**config.mk**
```make
export PLATFORM = sky130hd
export DESIGN_NAME = bin2bcd_seq
export DESIGN_NICKNAME = d
export VERILOG_FILES = /design/src/rtl/bin2bcd_seq.sv
export SDC_FILE = /design/constraint.sdc
export NUM_CORES = 1
export LEC_CHECK = 0
export BUFFER_PORTS_ARGS = -buffer_cell sky130_fd_sc_hd__buf_4
export CAP_MARGIN = 0
export CORE_ASPECT_RATIO = 1.2
export CORE_MARGIN = 5
export CORE_UTILIZATION = 35
export CTS_BUF_LIST = sky130_fd_sc_hd__clkbuf_4 sky130_fd_sc_hd__clkbuf_8
export CTS_CLUSTER_DIAMETER = 40
export DETAILED_ROUTE_END_ITERATION = 6
export PLACE_DENSITY_LB_ADDON = 0.05
export RECOVER_POWER = 50
export SETUP_SLACK_MARGIN = 0.15
export SYNTH_ARGS = -nofsm -noshare
export SYNTH_HDL_FRONTEND = slang
export SYNTH_SLANG_ARGS = --single-unit
```
**constraint.sdc**
```tcl
create_clock -name clk -period 2.61 [get_ports clk]
set_input_delay 0.3915 -clock clk [delete_from_list [all_inputs] [get_ports clk]]
set_output_delay 0.3915 -clock clk [all_outputs]
set_load 0.02 [all_outputs]
```
**src/rtl/bin2bcd_seq.sv**
```systemverilog
// Sequential binary-to-BCD converter (shift-and-add-3, one input bit per clock) with
// valid/ready handshakes, leading-zero blanking and saturate-or-wrap overflow handling.
module bin2bcd_seq #(
    parameter int unsigned WIDTH  = 12,
    parameter int unsigned DIGITS = 4,
    parameter int unsigned SAT    = 1
) (
    input  logic                clk,
    input  logic                rst,
    input  logic                in_valid,
    output logic                in_ready,
    input  logic [WIDTH-1:0]    in_data,
    output logic                out_valid,
    input  logic                out_ready,
    output logic [4*DIGITS-1:0] out_bcd,
    output logic [DIGITS-1:0]   out_blank,
    output logic                out_ovf,
    output logic                busy
);

    localparam int unsigned CntW = $clog2(WIDTH + 1);
    localparam int unsigned BcdW = 4 * DIGITS;

    typedef enum logic [1:0] {StIdle, StShift, StDone} state_e;

    state_e             state_q, state_d;
    logic [WIDTH-1:0]   shift_q, shift_d;
    logic [BcdW-1:0]    digits_q, digits_d;
    logic [CntW-1:0]    cnt_q, cnt_d;
    logic               ovf_q, ovf_d;
    logic               out_valid_q, out_valid_d;
    logic [BcdW-1:0]    out_bcd_q, out_bcd_d;
    logic [DIGITS-1:0]  out_blank_q, out_blank_d;
    logic               out_ovf_q, out_ovf_d;

    logic [BcdW-1:0]       adj;
    logic [BcdW+WIDTH-1:0] chain;
    logic [BcdW-1:0]       dig_sh;
    logic [WIDTH-1:0]      shift_sh;
    logic                  carry_out;
    logic [DIGITS-1:0]     blank_sh;
    logic                  zero_above;
    logic                  sat_now;

    // Add-3 adjust on every digit, then shift the whole {digits, binary} chain left by one.
    always_comb begin
        adj = '0;
        for (int k = 0; k < int'(DIGITS); k++) begin
            adj[4*k +: 4] = (digits_q[4*k +: 4] >= 4'd5) ? digits_q[4*k +: 4] + 4'd3
                                                         : digits_q[4*k +: 4];
        end
        chain     = {adj, shift_q} << 1;
        dig_sh    = chain[WIDTH +: BcdW];
        shift_sh  = chain[WIDTH-1:0];
        carry_out = adj[BcdW-1];
    end

    // Digit k is blanked when it and every digit above it are zero; units never blank.
    always_comb begin
        blank_sh   = '0;
        zero_above = 1'b1;
        for (int k = int'(DIGITS) - 1; k >= 1; k--) begin
            zero_above  = zero_above & (dig_sh[4*k +: 4] == 4'd0);
            blank_sh[k] = zero_above;
        end
    end

    always_comb begin
        state_d     = state_q;
        shift_d     = shift_q;
        digits_d    = digits_q;
        cnt_d       = cnt_q;
        ovf_d       = ovf_q;
        out_valid_d = out_valid_q;
        out_bcd_d   = out_bcd_q;
        out_blank_d = out_blank_q;
        out_ovf_d   = out_ovf_q;
        sat_now     = 1'b0;
        case (state_q)
            StIdle: begin
                if (in_valid && in_ready) begin
                    shift_d  = in_data;
                    digits_d = '0;
                    ovf_d    = 1'b0;
                    cnt_d    = CntW'(WIDTH);
                    state_d  = StShift;
                end
            end
            StShift: begin
                shift_d  = shift_sh;
                digits_d = dig_sh;
                ovf_d    = ovf_q | carry_out;
                cnt_d    = cnt_q - CntW'(1);
                if (cnt_q == CntW'(1)) begin
                    state_d     = StDone;
                    sat_now     = (SAT != 0) && ovf_d;
                    out_valid_d = 1'b1;
                    out_ovf_d   = ovf_d;
                    out_bcd_d   = sat_now ? {DIGITS{4'h9}} : dig_sh;
                    out_blank_d = sat_now ? '0 : blank_sh;
                end
            end
            StDone: begin
                if (out_ready) begin
                    out_valid_d = 1'b0;
                    state_d     = StIdle;
                end
            end
            default: state_d = StIdle;
        endcase
    end

    always_ff @(posedge clk) begin
        if (rst) begin
            state_q     <= StIdle;
            shift_q     <= '0;
            digits_q    <= '0;
            cnt_q       <= '0;
            ovf_q       <= 1'b0;
            out_valid_q <= 1'b0;
            out_bcd_q   <= '0;
            out_blank_q <= '0;
            out_ovf_q   <= 1'b0;
        end else begin
            state_q     <= state_d;
            shift_q     <= shift_d;
            digits_q    <= digits_d;
            cnt_q       <= cnt_d;
            ovf_q       <= ovf_d;
            out_valid_q <= out_valid_d;
            out_bcd_q   <= out_bcd_d;
            out_blank_q <= out_blank_d;
            out_ovf_q   <= out_ovf_d;
        end
    end

    assign in_ready  = (state_q == StIdle) && !rst;
    assign busy      = (state_q == StShift);
    assign out_valid = out_valid_q;
    assign out_bcd   = out_bcd_q;
    assign out_blank = out_blank_q;
    assign out_ovf   = out_ovf_q;

endmodule
```
### Word-level counts from Yosys, hierarchy flattened

Cells that the tools add are included.

* register bits after elaboration: 57
* input bits: 16
* output and inout port bits: 24

* $add $sub $neg: 5
* order comparisons: 4
* equality and inequality tests: 6
* mux-type cells: 21
* bitwise logic cells: 3
* reduce and logical (&&, ||, !) cells: 13

Operators with widths (count)
* 16-bit 2-to-1 mux: 2
* 16-bit case mux with 2 select lines: 1
* 4-bit 2-to-1 mux: 6
* 12-bit case mux with 2 select lines: 1
* 4-bit by 2-bit adder with 4-bit output, second input constant: 4
* 4-bit by 3-bit >= comparator with 1-bit output, second input constant: 4
* 4-bit zero test: 3
* 12-bit 2-to-1 mux: 1
* 4-bit case mux with 2 select lines: 1
* 2-bit 2-to-1 mux: 3
* 2-bit case mux with 3 select lines: 1
* 3-bit AND reduction: 2
* 4-bit by 1-bit == test with 1-bit output, second input constant: 1
* 2-bit inequality test, second input constant: 2
* 1-bit case mux with 2 select lines: 2
* 2-bit AND reduction: 2
* 2-bit nonzero test: 2
* 4-bit by 1-bit subtractor with 4-bit output, second input constant: 1
* 1-bit 2-to-1 mux: 3
* 1-bit bitwise AND: 2
* 2-bit by 1-bit == test with 1-bit output, second input constant: 1
* 2-bit == test, second input constant: 1
* 1-bit logical AND: 2
* 2-bit zero test: 1
* 3 further kinds: 3

### Logic depth before layout (Yosys ltp)

Gate-level depths: netlist of run 1.

* word-level depth: 6
* depth in mapped cells: 8
* gate-level depth less buffers: 7

### Worst setup path before layout of run 1

OpenSTA, ideal clock, no wires.

* path type: input -> register
* start: input port rst
* end: register digits_q[7]
* setup time: 132 ps
* arrival: 1714 ps
* data required time: 2478 ps
* slack: 763 ps
* cell stages on the path: 7
* path buffers: 2
* cell sequence: nor3_1 and2_1 buf_4 nor2_1 buf_2 o21ai_0 a21oi_1

* word-level cells in the longest chain between the ends: 5

RTL lines
* start: declaration: RTL line 9 `input logic rst,`
* 1-bit zero test: RTL line 137 `assign in_ready = (state_q == StIdle) && !rst;`
* 1-bit logical AND: RTL line 137
* 1-bit logical AND: RTL line 81 `if (in_valid && in_ready) begin`
* 2-bit inequality test (no line)
* 2-bit AND reduction (no line)
* end signal: assignment: RTL line 127 `digits_q <= digits_d;`
* end: declaration: RTL line 28 `logic [BcdW-1:0] digits_q, digits_d;`

Several ways; a longest one is shown, not always the timed one.
A chain may end at the register's enable or synchronous reset.

### Final worst setup path of run 1

* start: register digits_q[12]
* end: register out_blank_q[1], in the netlist out_blank[1]

* word-level cells in the longest chain between the ends: 6
* elaborated cells on any way between the ends: 8
* classes of those cells: add/sub: 1; order compare: 1; mux: 2; bitwise: 3; reduce/logical: 1

RTL lines
* 4-bit by 2-bit adder with 4-bit output or 4-bit by 3-bit >= comparator with 1-bit output (tied branches): RTL line 49 `adj[4*k +: 4] = (digits_q[4*k +: 4] >= 4'd5) ? digits_q[4*k +: 4] + 4'd3`
* 4-bit 2-to-1 mux (*): RTL line 49
* 4-bit zero test: RTL line 63 `zero_above = zero_above & (dig_sh[4*k +: 4] == 4'd0);`
* 1-bit bitwise AND (2 in a row): RTL line 63
* 4-bit 2-to-1 mux (*): RTL line 100 `out_blank_d = sat_now ? '0 : blank_sh;`
* end signal: assignment: RTL line 132 `out_blank_q <= out_blank_d;`
* end: declaration: RTL line 33 `logic [DIGITS-1:0] out_blank_q, out_blank_d;`

Every way passes the cells marked *; elsewhere a longest branch is shown, timed or not.

==> results of run 1 <==
==> state kept, by name, summed over array words and instances (netlist names) <==
register	cells
shift_q	12
digits_q	16
out_blank	3
cnt_q	4
out_bcd	16
out_ovf	1
ovf_q	1
out_valid	1
state_q	2
==> synthesized netlist by cell type, types with 2 or more instances <==
library cell	number	area, sq um
dfxtp_1	56	1120
a21oi_1	35	175
nor2_1	35	131
nand2_1	27	101
nand3_1	16	80.1
a22oi_1	13	97.6
clkbuf_1	13	48.8
inv_1	12	45.0
ha_1	10	125
a211oi_1	9	67.6
o21ai_0	8	40.0
nor3b_1	7	52.6
nor3_1	6	30.0
mux2i_1	5	50.1
nand2b_1	4	25.0
xnor2_1	4	35.0
a22oi_2	3	37.5
a31oi_1	3	18.8
nor2_2	3	18.8
nor2b_1	3	18.8
a21o_1	2	15.0
and2_1	2	12.5
and3_1	2	12.5
buf_2	2	10.0
buf_4	2	15.0
buf_6	2	22.5
nand4_1	2	12.5
nor4_1	2	12.5
o31ai_1	2	15.0
==> worst register-to-register path, stage by stage (launching register included) <==
cell      delay [ns]
dfxtp_1         0.46
inv_1           0.13
ha_1            0.24
nor2b_1         0.16
o21bai_1        0.34
mux2i_1         0.29
nand3_1         0.12
o31ai_1         0.25
==> metrics by stage <==
| step | instance area, sq um | utilization |
|---|---|---|
| CTS | 3120 | 0.426 |
| detailed placement | 3010 | 0.411 |
| global route | 3030 | 0.413 |
| floorplan | 2640 | - |
| finish | 3030 | 0.413 |
| global placement | 3010 | 0.411 |
==> worst paths after layout <==
path	endpoint	slack (ns)
setup reg to reg	out_blank[1]	0.53
setup / recovery	out_blank[1]	0.53
hold / removal	shift_q[0]	0.32
hold reg to reg	digits_q[0]	0.46
==> routing by layer <==
layer,wire [um],track usage
met1,2970,0.189
met4,55,0.0351
met2,3180,0.247
met5,0,0
met3,272,0.0315
==> power by group <==
group | internal [W] | switching (W) | leakage, nW
Sequential | 0.000896 | 0.0000279 | 0.454
Combinational | 0.0000916 | 0.000177 | 0.546
Clock | 0.000296 | 0.000279 | 0.0586
Total | 0.00128 | 0.000484 | 1.06
==> cell families after synthesis <==
family	after synthesis	share of synthesized area
AO/OA/AOI/OAI	85	0.219
XOR/XNOR	5	0.0166
adder cells (fa/ha/maj)	10	0.0473
buffers and inverters	33	0.0582
flip-flops	56	0.424
multiplexers	5	0.0189
other	1	0.00142
AND/OR/NAND/NOR	115	0.214
==> final cells by class <==
| class | instances | share of cell area |
|---|---|---|
| timing repair buffer | 47 | 0.0881 |
| tap | 90 | 0.0372 |
| sequential | 56 | 0.371 |
| clock buffer | 6 | 0.0252 |
| multi-input combinational | 221 | 0.450 |
| clock inverter | 2 | 0.0116 |
| inverter | 13 | 0.0178 |
==> flow_metrics.env, run 1 <==
export IMPL_status="finished clean"
export IMPL_die_area_sq_um=9400
export IMPL_final_cells=435
export IMPL_drt_total_wl_um=6480
export IMPL_htreeDepth=2
export IMPL_p_leak_nw=1.06
export IMPL_io_buffers=38
export IMPL_tns_ns=0
export IMPL_start_util=0.361
export IMPL_grt_pass1_wl_um=10900
export IMPL_drtIter0Drc=119
export IMPL_syn_inst=310
export IMPL_critPathMaxFanout=5
export IMPL_fmax_ghz=0.480
export IMPL_numCtsBuffers=5
export IMPL_power_w=0.00177
export IMPL_drtAntennaViolNets=0
export IMPL_worstSkewPairLatency_ns=0.31
export IMPL_crit_start="digits_q[12]"
export IMPL_critPathKind="reg -> reg"
export IMPL_critPathTopFamily="compound AO/OA/AOI/OAI gates"
export IMPL_power_density_nw_per_um2=584
export IMPL_ys_ff_latch=56
export IMPL_final_common_cell="dfxtp_1"
export IMPL_first_pass_iters=4
export IMPL_area_growth_pct=14.5
export IMPL_startpoint_type="register"
export IMPL_finalHoldViolCount=0
export IMPL_dieWidth_um=89.3
export IMPL_num_vias=2246
export IMPL_worstHoldStart="in_data[0]"
export IMPL_cts_sinks=56
export IMPL_worst_pin_slew_ns=0.709
export IMPL_slew_headroom=0.527
export IMPL_async_flop_share=0
export IMPL_fin_crit_sh=0.797
export IMPL_post_cts_buffers=0
export IMPL_finalSetupViolCount=0
export IMPL_rr_worst_depth=7
export IMPL_yosysSeqAreaShare=0.424
export IMPL_overflow=0
export IMPL_ir_drop_mv=0.262
export IMPL_critPathArrivalTime_ns=2.30
export IMPL_cts_tree="done"
export IMPL_yosys_warnings=0
export IMPL_syn_area_sq_um=2640
export IMPL_mostFrequentLayoutCells="dfxtp_1, a21oi_1, nor2_1"
export IMPL_drive_gt1_frac=0.133
export IMPL_slew_viol_final=0
export IMPL_ctsResizeCount=0
export IMPL_min_period_ns=2.08
export IMPL_cts_reportedPaths_clkPinSlew_ns=0.10
export IMPL_hp_class="in -> reg"
export IMPL_viasPerCell=5.16
export IMPL_rows=34
export IMPL_cts_buffer_depth=2
export IMPL_io_pins=40
export IMPL_path_buf_inv=1
export IMPL_place_congestion=0.824
export IMPL_dp_cells=427
export IMPL_fillers=781
export IMPL_dp_slack_ns=0.602
export IMPL_rsz0062_at_grt="false"
export IMPL_min_delay_path_depth=3
export IMPL_coreArea_sq_um=7320
export IMPL_cts_root_buf="clkbuf_8"
export IMPL_grt_max_degree=56
export IMPL_synth_area_per_cell_sq_um=8.52
export IMPL_slowest_delay_ns=0.46
export IMPL_num_nets_final=370
export IMPL_crit_slowest_cell="dfxtp_1"
export IMPL_synth_edf_count=0
export IMPL_wl_per_cell_um=14.9
export IMPL_post_dp_hpwl_um=4370
export IMPL_die_h_um=105
export IMPL_synth_ff_type="dfxtp_1"
export IMPL_worstPathRequired_ns=2.83
export IMPL_cts_hold_buf=0
export IMPL_grt_pass1_vias=2249
export IMPL_whs_ns=0.320
export IMPL_path_cells="inv_1 > ha_1 > nor2b_1 > o21bai_1 > mux2i_1 > nand3_1 > o31ai_1"
export IMPL_finClkSkew_ns=0.00893
export IMPL_synthesis_nets=336
export IMPL_seqCellArea_sq_um=1120
export IMPL_drc_errors=0
export IMPL_antenna_found_initial=0
export IMPL_multi_input_area_sq_um=1360
export IMPL_synth_distinct_cells=49
export IMPL_finalWorstSetupSlack_ns=0.529
export IMPL_gr_usage_all_layers=0.147
export IMPL_critPathCaptureType="register"
export IMPL_cp_depth=7
export IMPL_num_antenna_cells=0
export IMPL_r2r_start="digits_q[12]"
export IMPL_drv_cap=0
Note: power is estimated with default switching activity, not from simulation.
==> inputs of run 2 (changes only) <==
ABC_AREA = 1   (was unset)
clock period = 1.9 ns   (was 2.61 ns; I/O delays follow)
==> flow_metrics.env, run 2 <==
export IMPL_synthDominantCellAreaShare=0.420
export IMPL_finalHoldViolCount=0
export IMPL_die_h_um=106
export IMPL_synth_top_area_cell="dfxtp_1"
export IMPL_fin_crit_sh=0.867
export IMPL_fillers=824
export IMPL_syn_inst=374
export IMPL_numCtsBuffers=5
export IMPL_clockPowerShare=0.284
export IMPL_finalWorstSetupSlack_ns=0.253
export IMPL_fmax_ghz=0.607
export IMPL_synth_area_per_cell_sq_um=7.13
export IMPL_antenna_found_initial=0
export IMPL_mostFrequentLayoutCells="nand2_1, dfxtp_1, inv_1"
export IMPL_cts_reportedPaths_clkPinSlew_ns=0.10
export IMPL_hp_class="in -> reg"
export IMPL_critPathMaxFanout=18
export IMPL_viasPerCell=4.78
export IMPL_die_area_sq_um=9470
export IMPL_path_cells="inv_1 > nor2_8 > buf_4 > buf_4"
export IMPL_critPathCaptureType="primary output"
export IMPL_dp_cells=493
export IMPL_tns_ns=0
export IMPL_finClkSkew_ns=0.00830
export IMPL_wl_per_cell_um=12.6
export IMPL_power_switching_w=0.000751
export IMPL_drt_total_wl_um=6330
export IMPL_rows=34
export IMPL_worstPathRequired_ns=1.62
export IMPL_synth_ff_type="dfxtp_1"
export IMPL_drv_cap=0
export IMPL_cts_tree="done"
export IMPL_place_congestion=0.763
export IMPL_gr_usage_all_layers=0.143
export IMPL_grt_max_degree=32
export IMPL_startpoint_type="register"
export IMPL_ir_drop_mv=0.438
export IMPL_rsz0062_at_grt="true"
export IMPL_cts_sinks=56
export IMPL_synthesis_nets=400
export IMPL_status="finished clean"
export IMPL_p_comb_frac=0.178
export IMPL_cts_root_buf="clkbuf_8"
export IMPL_power_w=0.00241
export IMPL_dp_slack_ns=0.140
export IMPL_final_cells=501
export IMPL_ys_ff_latch=56
export IMPL_finalSetupViolCount=0
export IMPL_fin_area_sq_um=3090
export IMPL_start_util=0.362
export IMPL_io_pins=40
export IMPL_slew_headroom=0.606
export IMPL_crit_top_cell="buf_4"
export IMPL_synth_most_common_cell="nand2_1"
export IMPL_dieWidth_um=89.7
export IMPL_final_common_cell="nand2_1"
export IMPL_num_antenna_cells=0
export IMPL_async_flop_share=0
export IMPL_seqPwrFrac=0.538
export IMPL_cts_hold_buf=0
export IMPL_critPathKind="reg -> out"
export IMPL_coreArea_sq_um=7360
export IMPL_synth_edf_count=0
export IMPL_slowest_delay_ns=0.35
export IMPL_first_pass_iters=4
export IMPL_p_leak_nw=1.32
export IMPL_drc_errors=0
export IMPL_power_density_nw_per_um2=779
export IMPL_grt_pass1_wl_um=11000
export IMPL_yosys_warnings=0
export IMPL_post_cts_buffers=0
export IMPL_drtIter0Drc=127
export IMPL_htreeDepth=2
export IMPL_postPlaceCellArea_sq_um=3050
export IMPL_cts_buffer_depth=2
export IMPL_p_int_w=0.00166
export IMPL_num_vias=2394
export IMPL_io_buffers=38
export IMPL_yosysSeqAreaShare=0.420
export IMPL_num_nets_final=436
export IMPL_worstSkewPairLatency_ns=0.32
export IMPL_overflow=0
export IMPL_slew_viol_final=0
export IMPL_post_dp_hpwl_um=4580
export IMPL_area_growth_pct=15.9
export IMPL_worst_pin_slew_ns=0.591
export IMPL_min_period_ns=1.65
export IMPL_synthTopCellsByArea="dfxtp_1, nand2_1, a21oi_1"
export IMPL_grt_pass1_vias=2359
export IMPL_swShare=0.312
export IMPL_synth_distinct_cells=33
export IMPL_drtAntennaViolNets=0
export IMPL_crit_slowest_cell="dfxtp_1"
export IMPL_drive_gt1_frac=0.124
export IMPL_syn_area_sq_um=2670
export IMPL_critPathArrivalTime_ns=1.36
export IMPL_synth_common_cells="nand2_1, dfxtp_1, inv_1"
==> run 2: worst paths after layout <==
kind | start | endpoint | slack (ns) | cells after the start
max | state_q[0] | busy | 0.25 | 4
min | rst | out_valid | 0.16 | 2
max reg2reg | state_q[1] | digits_q[6] | 0.27 | 6
min reg2reg | out_bcd[2] | out_bcd[2] | 0.47 | 2
==> run 2: power groups by stage <==
stage | sequential [W] | clock, W | combinational [W]
floorplan | 0.00133 | 0 | 0.000301
global placement | 0.00132 | 0 | 0.000454
detailed placement | 0.00132 | 0 | 0.000455
CTS | 0.00130 | 0.000720 | 0.000456
global route | 0.00130 | 0.000764 | 0.000494
finish | 0.00129 | 0.000684 | 0.000429
==> run 2: layer usage <==
| metal | vias up | routed length [um] | global-route usage |
|---|---|---|---|
| met5 | - | 0 | 0 |
| met4 | 0 | 66 | 0.0383 |
| met3 | 6 | 235 | 0.0265 |
| met2 | 26 | 3160 | 0.235 |
| met1 | 1084 | 2860 | 0.190 |
| li1 | 1278 | - | - |
==> run 2: critical path: cells and delay by family (launching register included) <==
family,cells,cell delay (ns)
buffers and inverters,3,0.57
flip-flops,1,0.35
AND/OR/NAND/NOR,1,0.13
==> run 2: repair_timing <==
item / CTS / global route
pin swaps: 0 / 1
resized for setup: 1 / 17
setup endpoints to repair: 10 / 17
==> run 2: logic make-up after synthesis <==
logic type	count (synthesis)	share of synthesized area
flip-flops	56	0.420
adder cells (fa/ha/maj)	10	0.0469
multiplexers	1	0.00375
other	1	0.00141
XOR/XNOR	1	0.00329
buffers and inverters	63	0.0976
AO/OA/AOI/OAI	83	0.170
AND/OR/NAND/NOR	159	0.256
==> run 2: through the flow <==
stage	hold WS (ns)	utilization
final	0.164	0.420
after global routing	0.158	0.420
after CTS	0.153	0.427
after detailed placement	0.459	0.414
after global placement	0.452	0.414
after floorplan	0.432	-
==> run 2: area by class of cell <==
class	instances	area [sq um]	share of cell area
multi-input cells	255	1310	0.423
flip-flops and latches	56	1130	0.366
repair buffers	44	256	0.0830
inverters	48	191	0.0619
well taps	90	113	0.0364
clock buffers	5	68.8	0.0223
clock inverters	3	22.5	0.00729
